==> src/rtl/serial_link_pkg.sv <==
// Shared definitions for the single-bit serial link: frame states, the default
// sync word and the parity helper used by both the transmitter and the detector.
package serial_link_pkg;

   typedef enum logic [1:0] {
      ST_IDLE   = 2'd0,
      ST_SYNC   = 2'd1,
      ST_DATA   = 2'd2,
      ST_PARITY = 2'd3
   } link_state_t;

   localparam int         LINK_SYNC_LEN = 4;
   localparam logic [3:0] LINK_SYNC     = 4'b1011;

   // Zero-extending a narrower word does not change its parity, so one width serves all callers.
   function automatic logic even_parity(input logic [31:0] word);
      return ^word;
   endfunction

endpackage

==> src/rtl/serial_frame_tx_bit_timer.sv <==
// Bit-period counter: tick is high on the last clock of every bit period.
module bit_timer #(
   parameter int CLKS_PER_BIT = 1
) (
   input  logic clock,
   input  logic reset_b,
   input  logic clear,
   output logic tick
);

   localparam int CNT_W = $clog2(CLKS_PER_BIT + 1);

   logic [CNT_W-1:0] count;

   assign tick = (count == CNT_W'(CLKS_PER_BIT - 1));

   always_ff @(posedge clock or negedge reset_b) begin
      if (!reset_b) begin
         count <= '0;
      end else if (clear || tick) begin
         count <= '0;
      end else begin
         count <= count + CNT_W'(1);
      end
   end

endmodule

==> src/rtl/serial_frame_tx.sv <==
// Serial frame transmitter: sync pattern, data MSB-first and optional even parity
// on a registered 1-bit line, fed through a valid/ready handshake.
module serial_frame_tx
   import serial_link_pkg::*;
#(
   parameter int                  WIDTH        = 8,
   parameter int                  SYNC_LEN     = LINK_SYNC_LEN,
   parameter logic [SYNC_LEN-1:0] SYNC         = LINK_SYNC,
   parameter int                  CLKS_PER_BIT = 1,
   parameter int                  PARITY_EN    = 1
) (
   input  logic             clock,
   input  logic             reset_b,
   input  logic [WIDTH-1:0] data_in,
   input  logic             data_valid,
   output logic             data_ready,
   output logic             Out,
   output logic             busy,
   output logic             done
);

   localparam int IDX_MAX = (WIDTH > SYNC_LEN) ? WIDTH : SYNC_LEN;
   localparam int IDX_W   = $clog2(IDX_MAX) + 1;

   link_state_t          state, state_next;
   logic [IDX_W-1:0]     idx;
   logic [WIDTH-1:0]     shift_reg;
   logic [SYNC_LEN-1:0]  sync_sr;
   logic                 parity_bit;
   logic                 out_d, busy_d, done_d;
   logic                 load, shift_data, shift_sync;
   logic                 last_bit, tick, clear;

   assign data_ready = (state == ST_IDLE);
   assign clear      = (state == ST_IDLE) || (state_next != state);

   bit_timer #(
      .CLKS_PER_BIT(CLKS_PER_BIT)
   ) u_bit_timer (
      .clock  (clock),
      .reset_b(reset_b),
      .clear  (clear),
      .tick   (tick)
   );

   always_comb begin
      last_bit = 1'b1;
      case (state)
         ST_SYNC: last_bit = (idx == IDX_W'(SYNC_LEN - 1));
         ST_DATA: last_bit = (idx == IDX_W'(WIDTH - 1));
         default: last_bit = 1'b1;
      endcase
   end

   // Out is registered, so the value for the next bit is chosen here from the
   // MSB of the pending shift register at each bit boundary.
   always_comb begin
      state_next = state;
      out_d      = Out;
      busy_d     = busy;
      done_d     = 1'b0;
      load       = 1'b0;
      shift_data = 1'b0;
      shift_sync = 1'b0;
      case (state)
         ST_IDLE: begin
            out_d  = 1'b0;
            busy_d = 1'b0;
            if (data_valid) begin
               state_next = ST_SYNC;
               out_d      = SYNC[SYNC_LEN-1];
               busy_d     = 1'b1;
               load       = 1'b1;
            end
         end
         ST_SYNC: begin
            if (tick) begin
               if (last_bit) begin
                  state_next = ST_DATA;
                  out_d      = shift_reg[WIDTH-1];
                  shift_data = 1'b1;
               end else begin
                  out_d      = sync_sr[SYNC_LEN-1];
                  shift_sync = 1'b1;
               end
            end
         end
         ST_DATA: begin
            if (tick) begin
               if (!last_bit) begin
                  out_d      = shift_reg[WIDTH-1];
                  shift_data = 1'b1;
               end else if (PARITY_EN != 0) begin
                  state_next = ST_PARITY;
                  out_d      = parity_bit;
               end else begin
                  state_next = ST_IDLE;
                  out_d      = 1'b0;
                  busy_d     = 1'b0;
                  done_d     = 1'b1;
               end
            end
         end
         ST_PARITY: begin
            if (tick) begin
               state_next = ST_IDLE;
               out_d      = 1'b0;
               busy_d     = 1'b0;
               done_d     = 1'b1;
            end
         end
         default: state_next = ST_IDLE;
      endcase
   end

   always_ff @(posedge clock or negedge reset_b) begin
      if (!reset_b) begin
         state      <= ST_IDLE;
         idx        <= '0;
         shift_reg  <= '0;
         sync_sr    <= '0;
         parity_bit <= 1'b0;
         Out        <= 1'b0;
         busy       <= 1'b0;
         done       <= 1'b0;
      end else begin
         state <= state_next;
         Out   <= out_d;
         busy  <= busy_d;
         done  <= done_d;
         if (state_next != state) begin
            idx <= '0;
         end else if (tick && state != ST_IDLE) begin
            idx <= idx + IDX_W'(1);
         end
         if (load) begin
            shift_reg  <= data_in;
            sync_sr    <= SYNC << 1;
            parity_bit <= even_parity(32'(data_in));
         end else begin
            if (shift_data) shift_reg <= shift_reg << 1;
            if (shift_sync) sync_sr <= sync_sr << 1;
         end
      end
   end

endmodule
==> config.mk <==
export PLATFORM = sky130hd
export DESIGN_NAME = serial_frame_tx
export DESIGN_NICKNAME = d
export VERILOG_FILES = /design/src/rtl/serial_link_pkg.sv /design/src/rtl/serial_frame_tx_bit_timer.sv /design/src/rtl/serial_frame_tx.sv
export SDC_FILE = /design/constraint.sdc
export NUM_CORES = 1
export LEC_CHECK = 0
export BUFFER_PORTS_ARGS = -buffer_cell sky130_fd_sc_hd__buf_2
export CORE_UTILIZATION = 50
export CTS_CLUSTER_DIAMETER = 80
export DETAILED_ROUTE_END_ITERATION = 16
export GPL_ROUTABILITY_DRIVEN = 0
export PLACE_DENSITY = 0.75
export REMOVE_ABC_BUFFERS = 1
export SYNTH_ARGS = -nofsm -noshare
export SYNTH_HDL_FRONTEND = slang
export SYNTH_HIERARCHICAL = 1
export SYNTH_SLANG_ARGS = --single-unit
==> constraint.sdc <==
create_clock -name clock -period 2.4 [get_ports clock]
set_clock_uncertainty 0.05 [all_clocks]
set_input_delay 0.72 -clock clock [delete_from_list [all_inputs] [get_ports clock]]
set_output_delay 0.72 -clock clock [all_outputs]
set_load 0.03 [all_outputs]
==> key figures <==
Setup path
  • CP Capture Type: output port
  • Critical Setup Path Class: reg2out
  • Critical path data arrival time: around 1500 ps
  • Reg2reg start: state[0]
  • Crit Path Max Fanout: 7
  • Worst r2r dst: shift_reg[5]
  • CP max-delay cell: dfrtp_1
  • Startpoint types: flop
  • R2r worst-path depth: 5
  • Reg-to-reg slack, setup: around 210 ps
  • Worst path required time: roughly 1600 ps
  • Crit path cell chain: inv_1 > ha_1 > buf_2
  • Max incr delay on CP: 470 ps

Floorplan
  • # rows: 18
  • Die area: 0.00298 sq mm
  • Die Span Y: 54.6 um
  • Initial Util: 54.4%
  • Die W: 54.6 um
  • I/O pins: 15
  • Core region area: ~0.0025 sq mm

Timing
  • Fmax: 436 MHz
  • Final hold violations: 0
  • Final setup viols: 0
  • Slew Viols, Final: 0
  • Worst-Margin Slew: 581 ps
  • Final Cycle Share: 95.5%
  • Min Hold Slack: 294 ps
  • Unrepaired setup endpoints after global routing: false
  • Max-slew headroom: roughly 61%
  • Fin crit period: 2290 ps
  • Post-Route Setup TNS: 0 ps

Route
  • Via density: 5.96
  • Routed met3 length: just over 70 um
  • Routed wl met2: 1.33 mm
  • Drt total wl: ~2.8 mm
  • DRC Markers: 0
  • Drt first pass iters: 4
  • Top Layer Used: met4
  • DR WL/cell: 15.4 um
  • Wl on met1: 1.33 mm
  • Via count: 1,072
  • Antenna-violating nets left: 0
  • 1st-iter DRT viols: 16

Pwr
  • Comb power frac: 51.1%
  • Pwr/cell area: 1140 mW/mm^2
  • Net Sw Frac: 42.3%
  • Int Power: 0.000971 W
  • Leakage: 0.635 nW
  • Sequential power share: 36.4%
  • Max IR drop VDD: 0.632 mV
  • Switching pwr: approximately 0.00071 W
  • Clk pwr share: ~13%

Yosys
  • Mean area per synthesized cell: 10.2 sq um
  • Ys Warns: 6
  • Synth Instances: 136
  • Synthesized cell area: between 0.001 and 0.0015 sq mm

Clock tree
  • # resized after CTS: 0
  • CTS Root Cell: clkbuf_4
  • Total setup buffers inserted after CTS: 0
  • CTS H-tree lvls: 1
  • Sink Count: 22
  • Inserted Clock Buffers: 3
  • Clock Tree Buf Depth: 2
  • # hold bufs at CTS: 0
  • Reg clk slew, reported paths: roughly 130 ps
  • Clk_lat worst skew: 310 ps
  • TritonCTS clock tree: yes

Run
  • Max-Cap Viols: 0

Finish
  • Nets: 167
  • Max FFs per register: 8
  • Area growth syn-to-layout: 6.42%
  • Final core utilization: 57.9%
  • Diode count: 0
  • Layout cells sized above 1: 20.0%

Global route
  • First-pass GRT wire length: 4.70 mm
  • Antenna violations before repair: 0
  • Pin count of the biggest net entering global routing: 23
  • Total gr overflow: 0
  • Vias in the first global route: 1,063
  • Overall routing resource usage: 22.5%

Place
  • Port bufs: 14
  • DP HPWL: 2.04 mm

Outcome
  • Status: complete, no violations

Hold path
  • Hold Crit Class: in2async
[how the worst max path moves through the flow]
stage / from / endpoint / slack (ps)
6_report: state[0] / data_ready / 110
5_1_grt: state[0] / data_ready / 30
4_1_cts: state[0] / data_ready / 130
3_5_place_dp: state[1] / shift_reg[5] / 230
3_3_place_gp: state[0] / shift_reg[5] / 290
2_1_floorplan: state[0] / shift_reg[1] / 320
[area by class of cell]
type,count,area [sq um]
Clock buffer,4,36.3
Fill cell,233,1070
Inverter,5,18.8
Multi-Input combinational cell,102,737
Sequential cell,22,551
Tap cell,30,37.5
Timing Repair Buffer,17,92.6
[worst max-delay path: cells and delay by family, from the launching register on]
kind                       cells  cell delay [ps]
DFF                            1              470
buffers and inverters          2              410
adders and majority gates      1              330
[placed cells by master, fill, tap and decap left out, types with 2 or more instances in the layout]
cell / instances
dfrtp_1: 22
buf_2: 14
nand2_1: 9
o221a_1: 8
xnor2_1: 8
o21ai_0: 7
inv_1: 5
nor2_1: 5
nor3_1: 5
or2_2: 5
ha_1: 5
nand2b_1: 4
a21oi_1: 4
nand3_1: 4
o211ai_1: 3
mux2i_1: 3
a21boi_0: 3
clkbuf_4: 3
buf_4: 3
nand3b_1: 2
nor3b_1: 2
xor2_1: 2
or3b_1: 2
or2_1: 2
[power by group through the flow]
stage               Clock, W  Combinational, W  Sequential [W]
global route        0.000230          0.000956        0.000633
CTS                 0.000215          0.000863        0.000613
finish              0.000210          0.000860        0.000612
floorplan                  0          0.000610        0.000628
detailed placement         0          0.000858        0.000619
global placement           0          0.000828        0.000614
[per-stage QoR]
step,total power [W],setup WS (ps),cell area (sq um),cells
floorplan,0.00124,321,1310,129
global placement,0.00144,293,1440,176
detailed placement,0.00148,231,1440,176
CTS,0.00169,132,1470,180
global route,0.00182,26.5,1470,180
finish,0.00168,108,1470,180
[layer usage]
metal | GRT usage [%] | up-vias
li1 | - | 513
met1 | 29.2 | 533
met2 | 36.5 | 22
met3 | 2.50 | 4
met4 | 12.0 | 0
met5 | 0 | -
(Power assumes the default switching activity.)
